--- src/rtl/lip_synth_master_if.sv ---
// Front-panel and datapath-facing signals of the lip-synth mode controller.
// The controller uses the master view; whatever drives the buttons uses the slave view.
interface lip_synth_master_if;
    logic       center_but;
    logic       down_but;
    logic       left_but;
    logic       right_but;
    logic       done_recording;
    logic [1:0] state;
    logic [5:0] root;

    modport master (
        input  center_but, down_but, left_but, right_but, done_recording,
        output state, root
    );

    modport slave (
        output center_but, down_but, left_but, right_but, done_recording,
        input  state, root
    );
endinterface

--- src/rtl/lip_synth_master.sv ---
// Mode controller for the lip-synth player piano: tracks jam/composer/player mode
// from button presses and owns the saturating root note adjusted in jam mode.
module lip_synth_master #(
    parameter int ROOT_MIN      = 1,
    parameter int ROOT_MAX      = 56,
    parameter int ROOT_RESET    = 28,
    parameter int REPEAT_CYCLES = 1
) (
    input  logic               clk,
    input  logic               reset,
    lip_synth_master_if.master bus
);

    typedef enum logic [1:0] {
        JAM_SESH    = 2'b00,
        COMPOSER    = 2'b01,
        SONG_PLAYER = 2'b10,
        ILLEGAL     = 2'b11
    } mode_e;

    localparam int              CNT_W    = (REPEAT_CYCLES > 1) ? $clog2(REPEAT_CYCLES) : 1;
    localparam logic [CNT_W-1:0] CNT_LAST = CNT_W'(REPEAT_CYCLES - 1);
    localparam logic [5:0]      ROOT_LO  = 6'(ROOT_MIN);
    localparam logic [5:0]      ROOT_HI  = 6'(ROOT_MAX);
    localparam logic [5:0]      ROOT_RST = 6'(ROOT_RESET);

    mode_e            state_q, state_d;
    logic [5:0]       root_q, root_d;
    logic [CNT_W-1:0] cnt_q, cnt_d;
    logic             center_q, down_q;
    logic             center_press, down_press;
    logic             one_dir_held;

    assign center_press = bus.center_but & ~center_q;
    assign down_press   = bus.down_but & ~down_q;
    assign one_dir_held = bus.left_but ^ bus.right_but;

    // NOTE: sequential state uses non-blocking assignments so every register
    // samples the pre-edge values of the others.
    always_ff @(posedge clk) begin
        if (reset) begin
            state_q  <= JAM_SESH;
            root_q   <= ROOT_RST;
            cnt_q    <= '0;
            center_q <= 1'b0;
            down_q   <= 1'b0;
        end else begin
            state_q  <= state_d;
            root_q   <= root_d;
            cnt_q    <= cnt_d;
            center_q <= bus.center_but;
            down_q   <= bus.down_but;
        end
    end

    // NOTE: next-state defaults are assigned first so no path can infer a latch.
    always_comb begin
        state_d = state_q;
        case (state_q)
            JAM_SESH: begin
                if (center_press)    state_d = COMPOSER;
                else if (down_press) state_d = SONG_PLAYER;
            end
            COMPOSER: begin
                if (center_press || bus.done_recording) state_d = JAM_SESH;
            end
            SONG_PLAYER: begin
                if (down_press) state_d = JAM_SESH;
            end
            default: state_d = JAM_SESH;
        endcase
    end

    // Root stepping: bounds are checked before the add/subtract, so the 6-bit
    // value can never wrap.
    always_comb begin
        root_d = root_q;
        cnt_d  = '0;
        if (state_q == JAM_SESH && one_dir_held) begin
            if (cnt_q == '0) begin
                if (bus.right_but && root_q < ROOT_HI)     root_d = root_q + 6'd1;
                else if (bus.left_but && root_q > ROOT_LO) root_d = root_q - 6'd1;
            end
            cnt_d = (cnt_q == CNT_LAST) ? '0 : cnt_q + CNT_W'(1);
        end
    end

    assign bus.state = state_q;
    assign bus.root  = root_q;

endmodule

--- src/flat_wrapper.sv ---
// flat-port wrapper written by rule: the top's interface ports become plain ports
module lip_synth_master_flat 
#(
    parameter int ROOT_MIN      = 1,
    parameter int ROOT_MAX      = 56,
    parameter int ROOT_RESET    = 28,
    parameter int REPEAT_CYCLES = 1
)
  (clk, reset, bus_center_but, bus_down_but, bus_left_but, bus_right_but, bus_done_recording, bus_state, bus_root);
  lip_synth_master_if bus_i ();
  input  logic clk;
  input  logic reset;
  input wire logic [$bits(bus_i.center_but)-1:0] bus_center_but;
  input wire logic [$bits(bus_i.down_but)-1:0] bus_down_but;
  input wire logic [$bits(bus_i.left_but)-1:0] bus_left_but;
  input wire logic [$bits(bus_i.right_but)-1:0] bus_right_but;
  input wire logic [$bits(bus_i.done_recording)-1:0] bus_done_recording;
  output wire logic [$bits(bus_i.state)-1:0] bus_state;
  output wire logic [$bits(bus_i.root)-1:0] bus_root;
  assign bus_i.center_but = bus_center_but;
  assign bus_i.down_but = bus_down_but;
  assign bus_i.left_but = bus_left_but;
  assign bus_i.right_but = bus_right_but;
  assign bus_i.done_recording = bus_done_recording;
  assign bus_state = bus_i.state;
  assign bus_root = bus_i.root;
  lip_synth_master #(.ROOT_MIN(ROOT_MIN), .ROOT_MAX(ROOT_MAX), .ROOT_RESET(ROOT_RESET), .REPEAT_CYCLES(REPEAT_CYCLES)) u_core (.clk(clk), .reset(reset), .bus(bus_i));
endmodule
--- config.mk ---
export PLATFORM = sky130hd
export DESIGN_NAME = lip_synth_master_flat
export DESIGN_NICKNAME = d
export VERILOG_FILES = /design/src/rtl/lip_synth_master_if.sv /design/src/rtl/lip_synth_master.sv /design/src/flat_wrapper.sv
export SDC_FILE = /design/constraint.sdc
export NUM_CORES = 1
export LEC_CHECK = 0
export ABC_AREA = 1
export ABC_CLOCK_PERIOD_IN_PS = 1850
export CELL_PAD_IN_SITES_DETAIL_PLACEMENT = 0
export CELL_PAD_IN_SITES_GLOBAL_PLACEMENT = 1
export CORE_ASPECT_RATIO = 0.9
export CORE_UTILIZATION = 35
export DETAILED_ROUTE_END_ITERATION = 6
export PLACE_DENSITY_LB_ADDON = 0.1
export SYNTH_ARGS = -nofsm -noshare
export SYNTH_HDL_FRONTEND = slang
export SYNTH_SLANG_ARGS = --single-unit
--- constraint.sdc ---
create_clock -name clk -period 1.85 [get_ports clk]
set_input_delay 0.37 -clock clk [delete_from_list [all_inputs] [get_ports clk]]
set_output_delay 0.37 -clock clk [all_outputs]
set_load 0.01 [all_outputs]
== Word level (Yosys, flattened, before mapping) ==
Index checks and enable logic that the tools add are counted.

* Bits in registers: 11
* Bits in latches: 0
* Memory bits (writable): 0
* ROM bits: 0
* Bits of input ports: 7
* Output and inout port bits: 8
* Logic and storage cells: 38
* Memories kept: 0

* Add/sub/neg operators: 3
* Multipliers: 0
* Divide/modulo/power cells: 0
* Order comparisons: 2
* Equal/unequal tests: 5
* Shift operators: 0
* Muxes and demuxes: 7
* Bitwise gates (word level): 7
* Reductions and logical operators: 9

{| class="wikitable"
|+ Operators by type and width
! kind !! number
|-
| $mux 6 || 2
|-
| $mux 2 || 4
|-
| $add 6x1->6 const B || 1
|-
| $gt 6x1->1 const B || 1
|-
| $lt 6x6->1 const B || 1
|-
| $pmux 2 s3 || 1
|-
| $reduce_and 3->1 || 2
|-
| $sub 6x1->6 const B || 1
|-
| $ne 2x1->1 const B || 2
|-
| $not 1->1 || 4
|-
| $logic_and 1x1->1 || 3
|-
| $ne 3x1->1 const B || 1
|-
| $reduce_or 3->1 || 1
|-
| $and 1x1->1 || 2
|-
| $eq 2x1->1 const B || 1
|-
| $eq 2x2->1 const B || 1
|-
| $logic_not 2->1 || 1
|-
| $reduce_bool 2->1 || 1
|-
| $add 1x1->1 const B || 1
|-
| $logic_or 1x1->1 || 1
|-
| $xor 1x1->1 || 1
|}

== Longest topological paths before layout ==
* Depth in word-level cells: 5
* Gate-level depth with buffers: 11
* Mapped depth without buffers: 11

== Worst setup path before layout ==
No wires, ideal clock.

* Path kind: register to register
* Start: register u_core.root_q[0], in the netlist u_core.bus.root[0]
* End: register u_core.root_q[4], in the netlist u_core.bus.root[4]
* Library setup time: 125 ps
* Data arrival time: 1308 ps
* Data required time: 1725 ps
* Setup slack: 416 ps
* Cell stages (with the launch flop): 11
* Buffers on the path: 0
* Period minus slack after synthesis: 1434 ps
* Cells stage by stage: dfxtp_1 -> inv_1 -> ha_1 -> inv_1 -> nand2_1 -> nand3_1 -> nand2_2 -> nand2_4 -> nand2_4 -> nand2_1 -> nand3_1

* Word-level cells in the longest chain between the ends: 4
* Elaborated cells on any way between the ends: 10
* Classes of those cells: add/sub: 2; order compare: 2; mux: 2; reduce/logical: 4

{| class="wikitable"
|+ RTL lines
! element !! line !! source
|-
| from (decl) || lip_synth_master.sv:28 || <nowiki>logic [5:0] root_q, root_d;</nowiki>
|-
| from (signal assigned) || lip_synth_master.sv:49 || <nowiki>root_q <= root_d;</nowiki>
|-
| $gt 6x1->1 or $lt 6x6->1 (tied branches) || lip_synth_master.sv:82, lip_synth_master.sv:81 ||
|-
| $logic_and 1x1->1, on equally long branches || lip_synth_master.sv:82, lip_synth_master.sv:81 ||
|-
| $reduce_bool 2->1 (no source line) || -- ||
|-
| $reduce_and 3->1 (no source line) || -- ||
|}

Parallel ways exist; a longest one is shown, timed or not. The select of a mux whose other input is x is not followed.
A chain may end at the register's enable or synchronous reset.

== Worst setup path in the final report ==
* Start: register u_core.root_q[4], in the netlist u_core.bus.root[4]
* End: output bus_root[4]

{| class="wikitable"
|+ RTL lines
! element !! line !! source
|-
| to (decl) || flat_wrapper.sv:19 || <nowiki>output wire logic [$bits(bus_i.root)-1:0] bus_root;</nowiki>
|}

No word-level cell between the ends.

==> results.sh <==
export IMPL_crit_type="reg2out"
export IMPL_cts_hold_buf=0
export IMPL_postCtsSetupRepairBufs=0
export IMPL_reg2reg_slack_ns=0.33
export IMPL_drt_vias_per_instance=4.62
export IMPL_final_hold_viol_count=0
export IMPL_cp_max_fo=8
export IMPL_crit_required_ns=1.48
export IMPL_synth_warnings=0
export IMPL_yosys_area_share_simple_pct=44.1
export IMPL_grtUsageTotal_pct=15.3
export IMPL_drt_wl_total_mm=1.62
export IMPL_clockBufferDepth=2
export IMPL_maxSlewViolCount=0
export IMPL_cp_slowest_cell="clkdlybuf4s50_1"
export IMPL_internal_power_mw=0.433
export IMPL_start_util_pct=38.6
export IMPL_vias=735
export IMPL_rsz0062_at_grt="no"
export IMPL_grt_pass1_vias=613
export IMPL_r2r_start="u_core.bus.root[1]$_SDFFE_PP0P_"
export IMPL_dpl_cell_area_um2=940
export IMPL_hp_class="reg2reg"
export IMPL_worstPathArrival_ns=1.36
export IMPL_clock_sinks=11
export IMPL_fmax_ghz=0.578
export IMPL_grt_pass1_wl_mm=2.59
export IMPL_synth_top_family_by_area="simple AND/OR/NAND/NOR gates"
export IMPL_period_minus_slack_ns=1.73
export IMPL_cts_clk_slew_worst_paths_ns=0.07
export IMPL_power_density_nw_per_um2=666
export IMPL_synth_seq_cells=11
export IMPL_synth_fa_ha_area_share_pct=4.89
export IMPL_synthesis_nets=125
export IMPL_min_period_over_period_pct=93.5
export IMPL_seqPwrFrac_pct=42.9
export IMPL_power_frac_clock_pct=25.2
export IMPL_setup_viol=0
export IMPL_synth_avg_cell_area_um2=6.68
export IMPL_overflow=0
export IMPL_die_y_um=46.4
export IMPL_drt_initial_drc_count=14
export IMPL_switching_share_pct=32.7
export IMPL_drive_gt1_share_pct=15.7
export IMPL_critPathCaptureType="primary output"
export IMPL_grt_max_degree=9
export IMPL_muxShareOfSynthArea_pct=0
export IMPL_wl_per_cell_um=10.2
export IMPL_vdd_ir_drop_max_uv=409
export IMPL_synth_xor_area_share_pct=5.70
export IMPL_skew_ns=0.00278
export IMPL_pwr_share_comb_pct=31.9
export IMPL_antenna_found_initial=0
export IMPL_synth_compound_area_share_pct=4.56
export IMPL_clkLatencyLatePin_ns=0.27
export IMPL_core_area_um2=1990
export IMPL_startpoint="u_core.bus.root[4]$_SDFFE_PP1P_"
export IMPL_diodes=0
export IMPL_drtAntennaViolNets=0
export IMPL_syn_area_um2=768
export IMPL_htreeDepth=1
export IMPL_switchingPower_mw=0.210
export IMPL_layout_common_cells="nand2_1, inv_1, clkdlybuf4s50_1"
export IMPL_port_buffers=14
export IMPL_crit_chain="clkdlybuf4s50_1"
export IMPL_rows=15
export IMPL_worst_path_buf_inv=1
export IMPL_dieWidth_um=51.4
export IMPL_critPathLaunchType="register"
export IMPL_final_area_um2=966
export IMPL_nets=145
export IMPL_cts_root_buf="clkbuf_4"
export IMPL_setup_tns_final_ns=0
export IMPL_utilization_pct=48.6
export IMPL_fp_dieArea_um2=2390
export IMPL_cap_violations=0
export IMPL_min_from="u_core.bus.state[0]$_SDFFE_PP0P_"
export IMPL_leakage_nw=0.470
export IMPL_critPathMaxStageDelay_ns=0.59
export IMPL_postSynthCellCount=115
export IMPL_synth_distinct_cells=20
export IMPL_post_cts_resized=0
export IMPL_area_delta_synth_final_pct=25.7
export IMPL_run_status="finished clean"
export IMPL_cp_top_family="buffers and inverters"
export IMPL_boundaryPins=15
export IMPL_final_common_cell="nand2_1"
export IMPL_dr_pass1_iters=4
export IMPL_ys_seq_area_share_pct=28.7
export IMPL_place_gp_congestion=0.843
export IMPL_numCtsBuffers=3
export IMPL_dpl_hpwl_mm=1.25
export IMPL_drc_errors=0
export IMPL_cts_tree="done"
-- cells in the mapped netlist --
cell,number,share of area (%)
inv_4,1,0.81
nor2_2,5,4.1
nand2_4,2,2.9
ha_1,3,4.9
nand2_1,28,14
xor2_1,3,3.4
buf_6,2,2.9
nor2_1,13,6.4
nand2_2,3,2.4
nand3b_1,2,2.0
a21oi_1,3,2.0
nand3_2,1,1.3
o21ai_0,4,2.6
dfxtp_1,11,29
nand3_1,13,8.5
inv_1,15,7.3
nor2_4,2,2.9
conb_1,1,0.49
xnor2_1,2,2.3
inv_2,1,0.49
-- kinds of logic after synthesis --
logic type	count (synthesis)
AOI/OAI and AO/OA	7
xor gates and xnor gates	5
adders and majority gates	3
buffers and inverters	19
DFF	11
other	1
and+or+nand+nor	69
-- power groups by stage --
| stage | Combinational, mW | Clock (mW) | Sequential [mW] |
|---|---|---|---|
| 4_1_cts | 0.207 | 0.171 | 0.276 |
| 6_report | 0.205 | 0.162 | 0.276 |
| 3_5_place_dp | 0.206 | 0 | 0.282 |
| 5_1_grt | 0.231 | 0.178 | 0.279 |
| 3_3_place_gp | 0.207 | 0 | 0.281 |
| 2_1_floorplan | 0.131 | 0 | 0.286 |
-- worst register-to-register path, delay by kind of cell (launching register included) --
family,cells,cell delay [ns]
buf+inv,3,0.27
fa+ha+maj,1,0.25
simple gates,7,0.47
flops,1,0.49
-- stage by stage --
stage	worst slack (ns)	hold WS (ns)	total power [mW]	cells
2_1_floorplan	0.416	0.442	0.416	115
3_3_place_gp	0.241	0.527	0.488	155
3_5_place_dp	0.243	0.538	0.488	155
4_1_cts	0.0901	0.553	0.654	159
5_1_grt	0.0439	0.591	0.688	159
6_report	0.120	0.553	0.643	159
-- final timing paths --
| check | end | cells past startpoint |
|---|---|---|
| setup / recovery | bus_root[4] | 1 |
| hold / removal | u_core.bus.state[0]$_SDFFE_PP0P_ | 2 |
| setup reg to reg | u_core.bus.root[1]$_SDFFE_PP0P_ | 11 |
| hold reg to reg | u_core.bus.state[0]$_SDFFE_PP0P_ | 2 |
-- layout make-up --
type | instances | area (um2)
Sequential cell | 11 | 220
Multi-Input combinational cell | 85 | 459
Fill cell | 228 | 1020
Clock buffer | 4 | 26.3
Inverter | 17 | 66.3
Tap cell | 25 | 31.3
Timing Repair Buffer | 17 | 163
-- flip-flops by register name, summed over array words and instances, names as in the netlist --
signal	count
u_core.bus.root	6
u_core.bus.state	2
u_core.center_q	1
u_core.cnt_q	1
u_core.down_q	1
-- routing by layer --
metal,track usage (%),wire [um]
met2,24.7,697
met5,0,0
met3,5.94,68
met1,20.1,854
met4,1.62,0
No activity file was read; power rests on OpenSTA's default activity.
